<file path="src/rtl/sccb_target.sv">
// SCCB/I2C target that decodes oversampled SCL/SDA into register-file strobes.
// Optional SCCB_TARGET_GLITCH_FILTER_EN inserts a 3-sample majority filter per line.
module sccb_target #(
  parameter logic [7:0] DEVICE_ADDR    = 8'h78,
  parameter int         SUB_ADDR_WIDTH = 16,
  parameter int         SYNC_STAGES    = 2
) (
  input  logic                      clk,
  input  logic                      rest,
  input  logic                      scl_in,
  input  logic                      sda_in,
  output logic                      sda_oe,
  output logic [SUB_ADDR_WIDTH-1:0] reg_addr,
  output logic [7:0]                reg_wdata,
  output logic                      reg_we,
  output logic                      reg_re,
  input  logic [7:0]                reg_rdata,
  output logic                      busy
);

  typedef enum logic [3:0] {
    S_IDLE, S_DEV, S_DEV_ACK, S_ADDR_H, S_ADDR_H_ACK, S_ADDR_L, S_ADDR_L_ACK,
    S_WDATA, S_WDATA_ACK, S_RFETCH, S_RDATA, S_RDATA_ACK, S_IGNORE
  } state_t;

  localparam bit SUB16 = (SUB_ADDR_WIDTH == 16);

  state_t                    r_state, w_next;
  logic [SYNC_STAGES-1:0]    r_scl_sync, r_sda_sync;
  logic                      w_scl, w_sda;
  logic                      r_scl_d, r_sda_d;
  logic                      w_scl_rise, w_scl_fall, w_start, w_stop;
  logic [2:0]                r_bit_cnt;
  logic [7:0]                r_shift, r_addr_hi, r_wdata;
  logic [7:0]                w_byte;
  logic [15:0]               w_addr16;
  logic                      w_last, w_match;
  logic                      r_rw, r_sda_oe, r_we, r_re;
  logic [SUB_ADDR_WIDTH-1:0] r_addr;

  // Idle bus is high, so synchronizers reset to 1 to avoid a false edge after reset.
  always_ff @(posedge clk or posedge rest) begin
    if (rest) begin
      r_scl_sync <= '1;
      r_sda_sync <= '1;
    end else begin
      r_scl_sync <= {r_scl_sync[SYNC_STAGES-2:0], scl_in};
      r_sda_sync <= {r_sda_sync[SYNC_STAGES-2:0], sda_in};
    end
  end

`ifdef SCCB_TARGET_GLITCH_FILTER_EN
  logic [2:0] r_scl_h, r_sda_h;

  always_ff @(posedge clk or posedge rest) begin
    if (rest) begin
      r_scl_h <= '1;
      r_sda_h <= '1;
    end else begin
      r_scl_h <= {r_scl_h[1:0], r_scl_sync[SYNC_STAGES-1]};
      r_sda_h <= {r_sda_h[1:0], r_sda_sync[SYNC_STAGES-1]};
    end
  end

  assign w_scl = (r_scl_h[0] & r_scl_h[1]) | (r_scl_h[0] & r_scl_h[2]) | (r_scl_h[1] & r_scl_h[2]);
  assign w_sda = (r_sda_h[0] & r_sda_h[1]) | (r_sda_h[0] & r_sda_h[2]) | (r_sda_h[1] & r_sda_h[2]);
`else
  assign w_scl = r_scl_sync[SYNC_STAGES-1];
  assign w_sda = r_sda_sync[SYNC_STAGES-1];
`endif

  always_ff @(posedge clk or posedge rest) begin
    if (rest) begin
      r_scl_d <= 1'b1;
      r_sda_d <= 1'b1;
    end else begin
      r_scl_d <= w_scl;
      r_sda_d <= w_sda;
    end
  end

  assign w_scl_rise = w_scl & ~r_scl_d;
  assign w_scl_fall = ~w_scl & r_scl_d;
  assign w_start    = r_sda_d & ~w_sda & w_scl & r_scl_d;
  assign w_stop     = ~r_sda_d & w_sda & w_scl & r_scl_d;

  assign w_byte   = {r_shift[6:0], w_sda};
  assign w_addr16 = {r_addr_hi, w_byte};
  assign w_last   = (r_bit_cnt == 3'd7);
  assign w_match  = (w_byte[7:1] == DEVICE_ADDR[7:1]);

  always_ff @(posedge clk or posedge rest) begin
    if (rest) r_state <= S_IDLE;
    else      r_state <= w_next;
  end

  // NOTE: every signal written in always_comb gets a default first so no latch is inferred.
  always_comb begin
    w_next = r_state;
    if (w_stop) begin
      w_next = S_IDLE;
    end else if (w_start) begin
      w_next = S_DEV;
    end else begin
      case (r_state)
        S_DEV:        if (w_scl_rise && w_last) w_next = w_match ? S_DEV_ACK : S_IGNORE;
        S_DEV_ACK:    if (w_scl_rise) w_next = r_rw ? S_RFETCH : (SUB16 ? S_ADDR_H : S_ADDR_L);
        S_ADDR_H:     if (w_scl_rise && w_last) w_next = S_ADDR_H_ACK;
        S_ADDR_H_ACK: if (w_scl_rise) w_next = S_ADDR_L;
        S_ADDR_L:     if (w_scl_rise && w_last) w_next = S_ADDR_L_ACK;
        S_ADDR_L_ACK: if (w_scl_rise) w_next = S_WDATA;
        S_WDATA:      if (w_scl_rise && w_last) w_next = S_WDATA_ACK;
        S_WDATA_ACK:  if (w_scl_rise) w_next = S_WDATA;
        S_RFETCH:     if (!r_re) w_next = S_RDATA;
        S_RDATA:      if (w_scl_rise && w_last) w_next = S_RDATA_ACK;
        S_RDATA_ACK:  if (w_scl_rise) w_next = w_sda ? S_IGNORE : S_RFETCH;
        default:      w_next = r_state;
      endcase
    end
  end

  // NOTE: sequential state uses non-blocking assignments so all flops update from pre-edge values.
  always_ff @(posedge clk or posedge rest) begin
    if (rest) begin
      r_bit_cnt <= '0;
      r_shift   <= '0;
      r_addr_hi <= '0;
      r_wdata   <= '0;
      r_rw      <= 1'b0;
      r_sda_oe  <= 1'b0;
      r_we      <= 1'b0;
      r_re      <= 1'b0;
      r_addr    <= '0;
    end else begin
      r_we <= 1'b0;
      r_re <= 1'b0;
      if (r_we) r_addr <= r_addr + SUB_ADDR_WIDTH'(1);
      if (w_start || w_stop) begin
        r_bit_cnt <= '0;
        r_sda_oe  <= 1'b0;
      end else begin
        if (r_state == S_RFETCH && !r_re) r_shift <= reg_rdata;
        if (w_scl_rise) begin
          case (r_state)
            S_DEV: begin
              r_shift   <= w_byte;
              r_bit_cnt <= r_bit_cnt + 3'd1;
              if (w_last) r_rw <= w_sda;
            end
            S_ADDR_H: begin
              r_shift   <= w_byte;
              r_bit_cnt <= r_bit_cnt + 3'd1;
              if (w_last) r_addr_hi <= w_byte;
            end
            S_ADDR_L: begin
              r_shift   <= w_byte;
              r_bit_cnt <= r_bit_cnt + 3'd1;
              if (w_last) r_addr <= w_addr16[SUB_ADDR_WIDTH-1:0];
            end
            S_WDATA: begin
              r_shift   <= w_byte;
              r_bit_cnt <= r_bit_cnt + 3'd1;
              if (w_last) begin
                r_wdata <= w_byte;
                r_we    <= 1'b1;
              end
            end
            S_RDATA:   r_bit_cnt <= r_bit_cnt + 3'd1;
            S_DEV_ACK: if (r_rw) r_re <= 1'b1;
            S_RDATA_ACK: begin
              if (!w_sda) begin
                r_addr <= r_addr + SUB_ADDR_WIDTH'(1);
                r_re   <= 1'b1;
              end
            end
            default: ;
          endcase
        end
        if (w_scl_fall) begin
          case (r_state)
            S_DEV_ACK, S_ADDR_H_ACK, S_ADDR_L_ACK, S_WDATA_ACK: r_sda_oe <= 1'b1;
            S_RDATA: begin
              r_sda_oe <= ~r_shift[7];
              r_shift  <= {r_shift[6:0], 1'b0};
            end
            default: r_sda_oe <= 1'b0;
          endcase
        end
      end
    end
  end

  always_comb begin
    sda_oe    = r_sda_oe;
    reg_addr  = r_addr;
    reg_wdata = r_wdata;
    reg_we    = r_we;
    reg_re    = r_re;
    busy      = (r_state != S_IDLE) && (r_state != S_DEV) && (r_state != S_IGNORE);
  end

endmodule

</file>
<file path="config.mk">
export PLATFORM = sky130hd
export DESIGN_NAME = sccb_target
export DESIGN_NICKNAME = d
export VERILOG_FILES = /design/src/rtl/sccb_target.sv
export SDC_FILE = /design/constraint.sdc
export NUM_CORES = 1
export LEC_CHECK = 0
export CORE_MARGIN = 10
export CORE_UTILIZATION = 25
export CTS_CLUSTER_DIAMETER = 60
export CTS_CLUSTER_SIZE = 20
export DETAILED_ROUTE_END_ITERATION = 8
export GPL_TIMING_DRIVEN = 0
export PLACE_DENSITY = 0.48
export SLEW_MARGIN = 40
export SYNTH_ARGS = -nofsm -noshare
export SYNTH_HDL_FRONTEND = slang
export SYNTH_SLANG_ARGS = --single-unit
</file>
<file path="constraint.sdc">
create_clock -name clk -period 2.5 [get_ports clk]
set_input_delay 0.5 -clock clk [delete_from_list [all_inputs] [get_ports clk]]
set_output_delay 0.5 -clock clk [all_outputs]
set_load 0.01 [all_outputs]
</file>
==> impl_metrics.py, run 1 <==
metrics = {
    "sta": {
        "fin_crit_sh_pct": 95.3,
        "fin_tns_setup_ps": 0,
        "fmax_ghz": 0.420,
        "max_slew_margin_pct": 61.5,
        "timing_hold_violations_final": 0,
        "rsz0062_at_grt": "false",
        "tightest_slew_ps": 577,
        "setup_viol_count_final": 0,
        "finClkSkew_ps": 6.98,
        "finalCriticalPeriod_ps": 2380,
        "maxSlewViolCount": 0,
    },
    "floorplan": {
        "die_h_um": 134,
        "row_count": 41,
        "start_util_pct": 25.6,
        "die_w_um": 134,
        "core_um2": 12600,
        "dieArea_um2": 17900,
        "pin_count": 40,
    },
    "setup_path": {
        "crit_slowest_cell": "clkdlybuf4s50_1",
        "critPathMaxStageDelay_ps": 500,
        "worstSetupPathType": "register to primary output",
        "critPathRequiredTime_ps": 2000,
        "end_kind": "primary output",
        "worstPathCellList": "buf_4 -> buf_6 -> nor2_1 -> o21bai_1 -> clkdlybuf4s50_1",
        "r2r-start": "r_bit_cnt[0]",
        "rr_worst_depth": 8,
        "rrSetupSlack_ps": 340,
        "cp_max_fo": 10,
        "start_kind": "register",
        "reg2reg_to": "reg_addr[9]",
        "cp.arrival_ps": 1880,
    },
    "yosys": {
        "synth_top_area_share_pct": 39.5,
        "syn_avg_cell_area_um2": 10.6,
        "synth_cell_type_count": 69,
        "syn_area_um2": 3230,
        "synth_most_common_cell": "dfrtp_1",
        "synth_cells": 305,
        "syn_nets": 320,
        "synth-edff-count": 0,
        "synthTopCellsByArea": "dfrtp_1, dfstp_2, xor2_1",
        "synth_top_area_cell": "dfrtp_1",
        "synth_ff_type": "dfrtp_1",
        "ys_ff_latch": 57,
        "synthArstFlopShare_pct": 100,
        "synthTopCellsByCount": "dfrtp_1, nor2_1, o22ai_1",
        "ys_warn_count": 0,
        "ys_seq_area_share_pct": 44.4,
    },
    "grt": {
        "grt_pass1_vias": 2718,
        "gr-total-overflow": 0,
        "antenna_found_initial": 0,
        "grt.total_usage_pct": 10.1,
        "grt_pass1_wl_mm": 14.6,
        "grt_max_degree": 41,
    },
    "clock_network": {
        "clk_latency_ps": 320,
        "cts_root_buffer": "clkbuf_16",
        "htreeDepth": 3,
        "clkSinkCount": 57,
        "cts.path.max_buffers": 2,
        "cts_buffers": 9,
        "ctsResizeCount": 0,
        "cts_tree": "built",
        "path_clk_slew_ps": 60,
    },
    "worst_hold_path": {
        "hold_class": "register to register",
        "min_to": "r_sda_sync[1]",
        "holdPathStages": 0,
        "hp-start": "r_sda_sync[0]",
    },
    "routing": {
        "ant_nets": 0,
        "firstDrtPassIters": 5,
        "drt_iter0_drc": 181,
        "drc": 0,
        "totalWireLength_mm": 8.98,
        "vias_per_cell": 4.98,
        "wl_per_cell_um": 16.9,
        "num_vias": 2650,
    },
    "run_status": {
        "status": "finished, final reports clean",
    },
    "pwr": {
        "peakVddDrop_mv": 0.323,
        "pwr-share-clk_pct": 36.1,
        "power.density_nw_per_um2": 837,
        "power_frac_seq_pct": 34.7,
        "p_int_w": 0.00231,
        "switching_share_pct": 33.8,
        "combPwrFrac_pct": 29.2,
        "switching_power_w": 0.00118,
        "leakagePower_nw": 1.76,
    },
    "placement": {
        "io_buffers": 39,
        "hpwlAfterDp_mm": 6.32,
        "dp.cells": 517,
        "place.gp.congestion": 0.865,
    },
    "layout": {
        "area_growth_pct": 29.0,
        "layout.cells.non_filler": 532,
        "diodes": 0,
        "drive_gt1_share_pct": 18.1,
        "final_nets": 370,
    },
    "job": {
        "max-cap-violations": 0,
    },
}
-- worst max path at each step --
stage	startpoint	endpoint	slack (ps)	depth (start not counted)
finish	r_state[2]	busy	120	5
global route	r_state[2]	busy	20	5
CTS	r_state[2]	busy	100	5
global placement	rest	reg_addr[14]	-580	2
detailed placement	r_state[1]	busy	280	4
floorplan	rest	r_addr_hi[0]	610	1
-- power groups by stage --
stage	registers (W)	clock network [W]	logic (W)
floorplan	0.00116	0	0.000761
global placement	0.00122	0	0.00100
detailed placement	0.00123	0	0.00101
CTS	0.00121	0.00128	0.00101
global route	0.00123	0.00133	0.00111
finish	0.00121	0.00126	0.00102
-- cells by family after synthesis --
logic type / synth area share, %
XOR/XNOR: 5.97
buffers and inverters: 4.84
flip-flops: 44.4
AND/OR/NAND/NOR: 17.5
AO/OA/AOI/OAI: 18.6
adder cells (fa/ha/maj): 1.16
multiplexers: 7.56
-- sequential cells by signal (all words and copies together) (netlist names), 2 cells and up --
register,count
r_scl_sync,2
r_addr_hi,8
r_state,4
reg_wdata,8
r_bit_cnt,3
r_sda_sync,2
reg_addr,16
r_shift,8
-- cell usage in the layout (no fill, tap or decap), types with 6 or more instances in the layout --
cell type | Yosys | routed
dfrtp_1 | 51 | 51
clkdlybuf4s50_1 | 0 | 39
nor2_1 | 21 | 21
o22ai_1 | 19 | 19
xor2_1 | 18 | 18
nand2_1 | 14 | 14
a22oi_1 | 12 | 12
mux2_1 | 10 | 10
nand3_1 | 9 | 9
mux2_2 | 9 | 9
clkbuf_16 | 0 | 9
clkbuf_1 | 8 | 7
a2bb2oi_1 | 7 | 7
a21oi_1 | 6 | 6
dfstp_2 | 6 | 6
-- worst max-delay path, delay by kind of cell, from the launching register on --
kind	cells	cell delay, ps
buffers and inverters	3	810
and+or+nand+nor	1	250
DFF	1	350
AOI/OAI and AO/OA	1	150
-- through the flow --
| stage | utilization (%) | power, W | hold slack (ps) | worst slack, ps | area [um^2] |
|---|---|---|---|---|---|
| 2_1_floorplan | - | 0.00192 | 345 | 610 | 3230 |
| 3_3_place_gp | 30.4 | 0.00223 | 347 | -584 | 3830 |
| 3_5_place_dp | 30.6 | 0.00224 | 348 | 281 | 3860 |
| 4_1_cts | 33.0 | 0.00350 | 356 | 99.3 | 4160 |
| 5_1_grt | 33.0 | 0.00367 | 363 | 24.2 | 4170 |
| 6_report | 33.0 | 0.00348 | 355 | 117 | 4170 |
-- layer usage --
metal	GRT usage [%]	part of all wire [%]	routed length (um)	up-vias
li1	-	-	-	1243
met1	13.5	49	4410	1308
met2	15.5	45	4030	91
met3	2.74	5.2	466	8
met4	3.02	0.84	75	0
met5	0	0	0	-
-- final cells by class --
cell class | count | area, um^2
buffer | 20 | 130
clock buffer | 10 | 239
clock inverter | 6 | 66.3
fill | 1327 | 8450
inverter | 6 | 25.0
multi-input combinational | 221 | 1650
sequential | 57 | 1430
tap | 172 | 215
timing repair buffer | 40 | 410
-- what timing repair did --
action / 4_1_cts / 5_1_grt
setup endpoints to repair: 1 / 0
buffers inserted: 0 / 0
hold buffers: 0 / 0
endpoints found under the hold margin: 0 / 0
Power figures use the tool's default switching activity.
==> inputs of run 2 (changes only) <==
Settings changed: PLACE_DENSITY 0.48 to 0.5.
Clock period 2.5 ns to 2.1 ns, I/O delays scaled along.
==> impl_metrics.py, run 2 (same netlist as run 1, synthesis figures left out) <==
metrics = {
    "run_status": {
        "status": "finished, final reports clean",
    },
    "sta": {
        "setup_viol_count_final": 0,
        "finalCriticalPeriod_ps": 2030,
        "max_slew_margin_pct": 45.1,
        "maxSlewViolCount": 0,
        "rsz0062_at_grt": "true",
        "fmax_ghz": 0.494,
        "holdWs_ps": 353,
        "tightest_slew_ps": 819,
        "finClkSkew_ps": 9.77,
        "fin_crit_sh_pct": 96.5,
        "timing_hold_violations_final": 0,
    },
    "routing": {
        "dr_wl_met2_mm": 4.01,
        "ant_nets": 0,
        "firstDrtPassIters": 5,
        "drc": 0,
        "totalWireLength_mm": 9.03,
        "wl_per_cell_um": 16.9,
        "wl_met1_mm": 4.39,
        "drt_iter0_drc": 309,
        "vias_per_cell": 4.95,
        "num_vias": 2636,
        "dr_wl_met3_um": 537,
        "top_layer": "met4",
    },
    "floorplan": {
        "die_h_um": 134,
        "start_util_pct": 25.6,
        "pin_count": 40,
        "row_count": 41,
        "core_um2": 12600,
        "dieArea_um2": 17900,
        "die_w_um": 134,
    },
    "layout": {
        "area_growth_pct": 29.0,
        "largest_register_ffs": 16,
        "diodes": 0,
        "layout_common_cells": "dfrtp_1, clkdlybuf4s50_1, nor2_1, o22ai_1, xor2_1",
        "layout.cells.non_filler": 533,
        "layout_commonest_cell": "dfrtp_1",
        "drive_gt1_share_pct": 19.4,
        "fillerInstances": 1309,
        "final_nets": 371,
    },
    "grt": {
        "grt_max_degree": 40,
        "grt_pass1_vias": 2688,
        "antenna_found_initial": 0,
        "grt.total_usage_pct": 10.2,
        "grt_pass1_wl_mm": 14.9,
        "gr-total-overflow": 0,
    },
    "placement": {
        "dp.cells": 517,
        "io_buffers": 39,
        "hpwlAfterDp_mm": 6.33,
        "place.gp.congestion": 0.853,
    },
    "setup_path": {
        "end_kind": "primary output",
        "critPathRequiredTime_ps": 1680,
        "cp_max_fo": 10,
        "worstSetupPathType": "register to primary output",
        "cp.arrival_ps": 1610,
        "start_kind": "register",
    },
    "clock_network": {
        "cts_root_buffer": "clkbuf_16",
        "path_clk_slew_ps": 50,
        "cts_tree": "built",
        "htreeDepth": 3,
        "clk_latency_ps": 330,
        "clkSinkCount": 57,
        "cts.path.max_buffers": 2,
        "cts_buffers": 9,
    },
    "worst_hold_path": {
        "hold_class": "register to register",
    },
    "pwr": {
        "power.density_nw_per_um2": 973,
        "peakVddDrop_mv": 0.388,
        "leakagePower_nw": 1.75,
    },
    "job": {
        "max-cap-violations": 0,
    },
}
==> run 2: critical path, cell delays in order, from the launching register on <==
cell	delay, ps
dfrtp_1	360
buf_4	170
buf_6	150
nor2_2	180
o21bai_1	120
dlygate4sd2_1	300
==> run 2: per-layer routing <==
layer	GRT usage, %	up-vias
li1	-	1244
met1	14.0	1305
met2	15.0	79
met3	3.08	8
met4	3.14	0
met5	0	-
==> run 2: metrics by stage <==
stage	utilization (%)	instance area (um^2)	total power (W)	setup WS (ps)	TNS [ps]
global placement	30.4	3830	0.00265	-883	-46900
finish	33.0	4170	0.00405	73.9	0
detailed placement	30.6	3860	0.00266	-15.7	-15.7
CTS	32.9	4150	0.00406	7.27	0
floorplan	-	3230	0.00229	220	0
global route	33.0	4170	0.00428	-1.79	-1.79
==> run 2: final timing paths <==
check,startpoint,to,slack (ps),cells past startpoint
max in group asynchronous,rest,r_sda_d,1170,3
hold / removal,r_sda_sync[0],r_sda_sync[1],350,0
setup / recovery,r_state[2],busy,70,5
setup reg to reg,r_bit_cnt[0],r_state[2],160,6
min in group asynchronous,rest,reg_wdata[3],380,2
hold reg to reg,r_sda_sync[0],r_sda_sync[1],350,0
==> run 2: timing repair <==
action | CTS | global route
setup buffers | 0 | 0
hold buffers | 0 | 0
gates resized for setup | 5 | 3
endpoints found under the setup margin | 1 | 18
==> run 2: layout make-up <==
class / instances / area [um^2] / share of cell area [%]
tap: 172 / 215 / 5.17
timing repair buffer: 40 / 409 / 9.82
clock buffer: 10 / 239 / 5.74
sequential: 57 / 1430 / 34.4
inverter: 6 / 25.0 / 0.601
clock inverter: 6 / 42.5 / 1.02
buffer: 21 / 138 / 3.30
multi-input combinational: 221 / 1660 / 39.9
==> run 2: power by group <==
group          total [W]  internal (W)  leakage (nW)  switching [W]
registers        0.00144       0.00125         0.740       0.000187
logic            0.00123      0.000552         0.872       0.000679
clock network    0.00138      0.000831         0.135       0.000551
total            0.00405       0.00263          1.75        0.00142
==> inputs of run 3 (changes only) <==
Settings changed: SLEW_MARGIN 40 to 20.
==> results of run 3 <==
No change in the layout: final DEF, timing and power equal those of run 2.
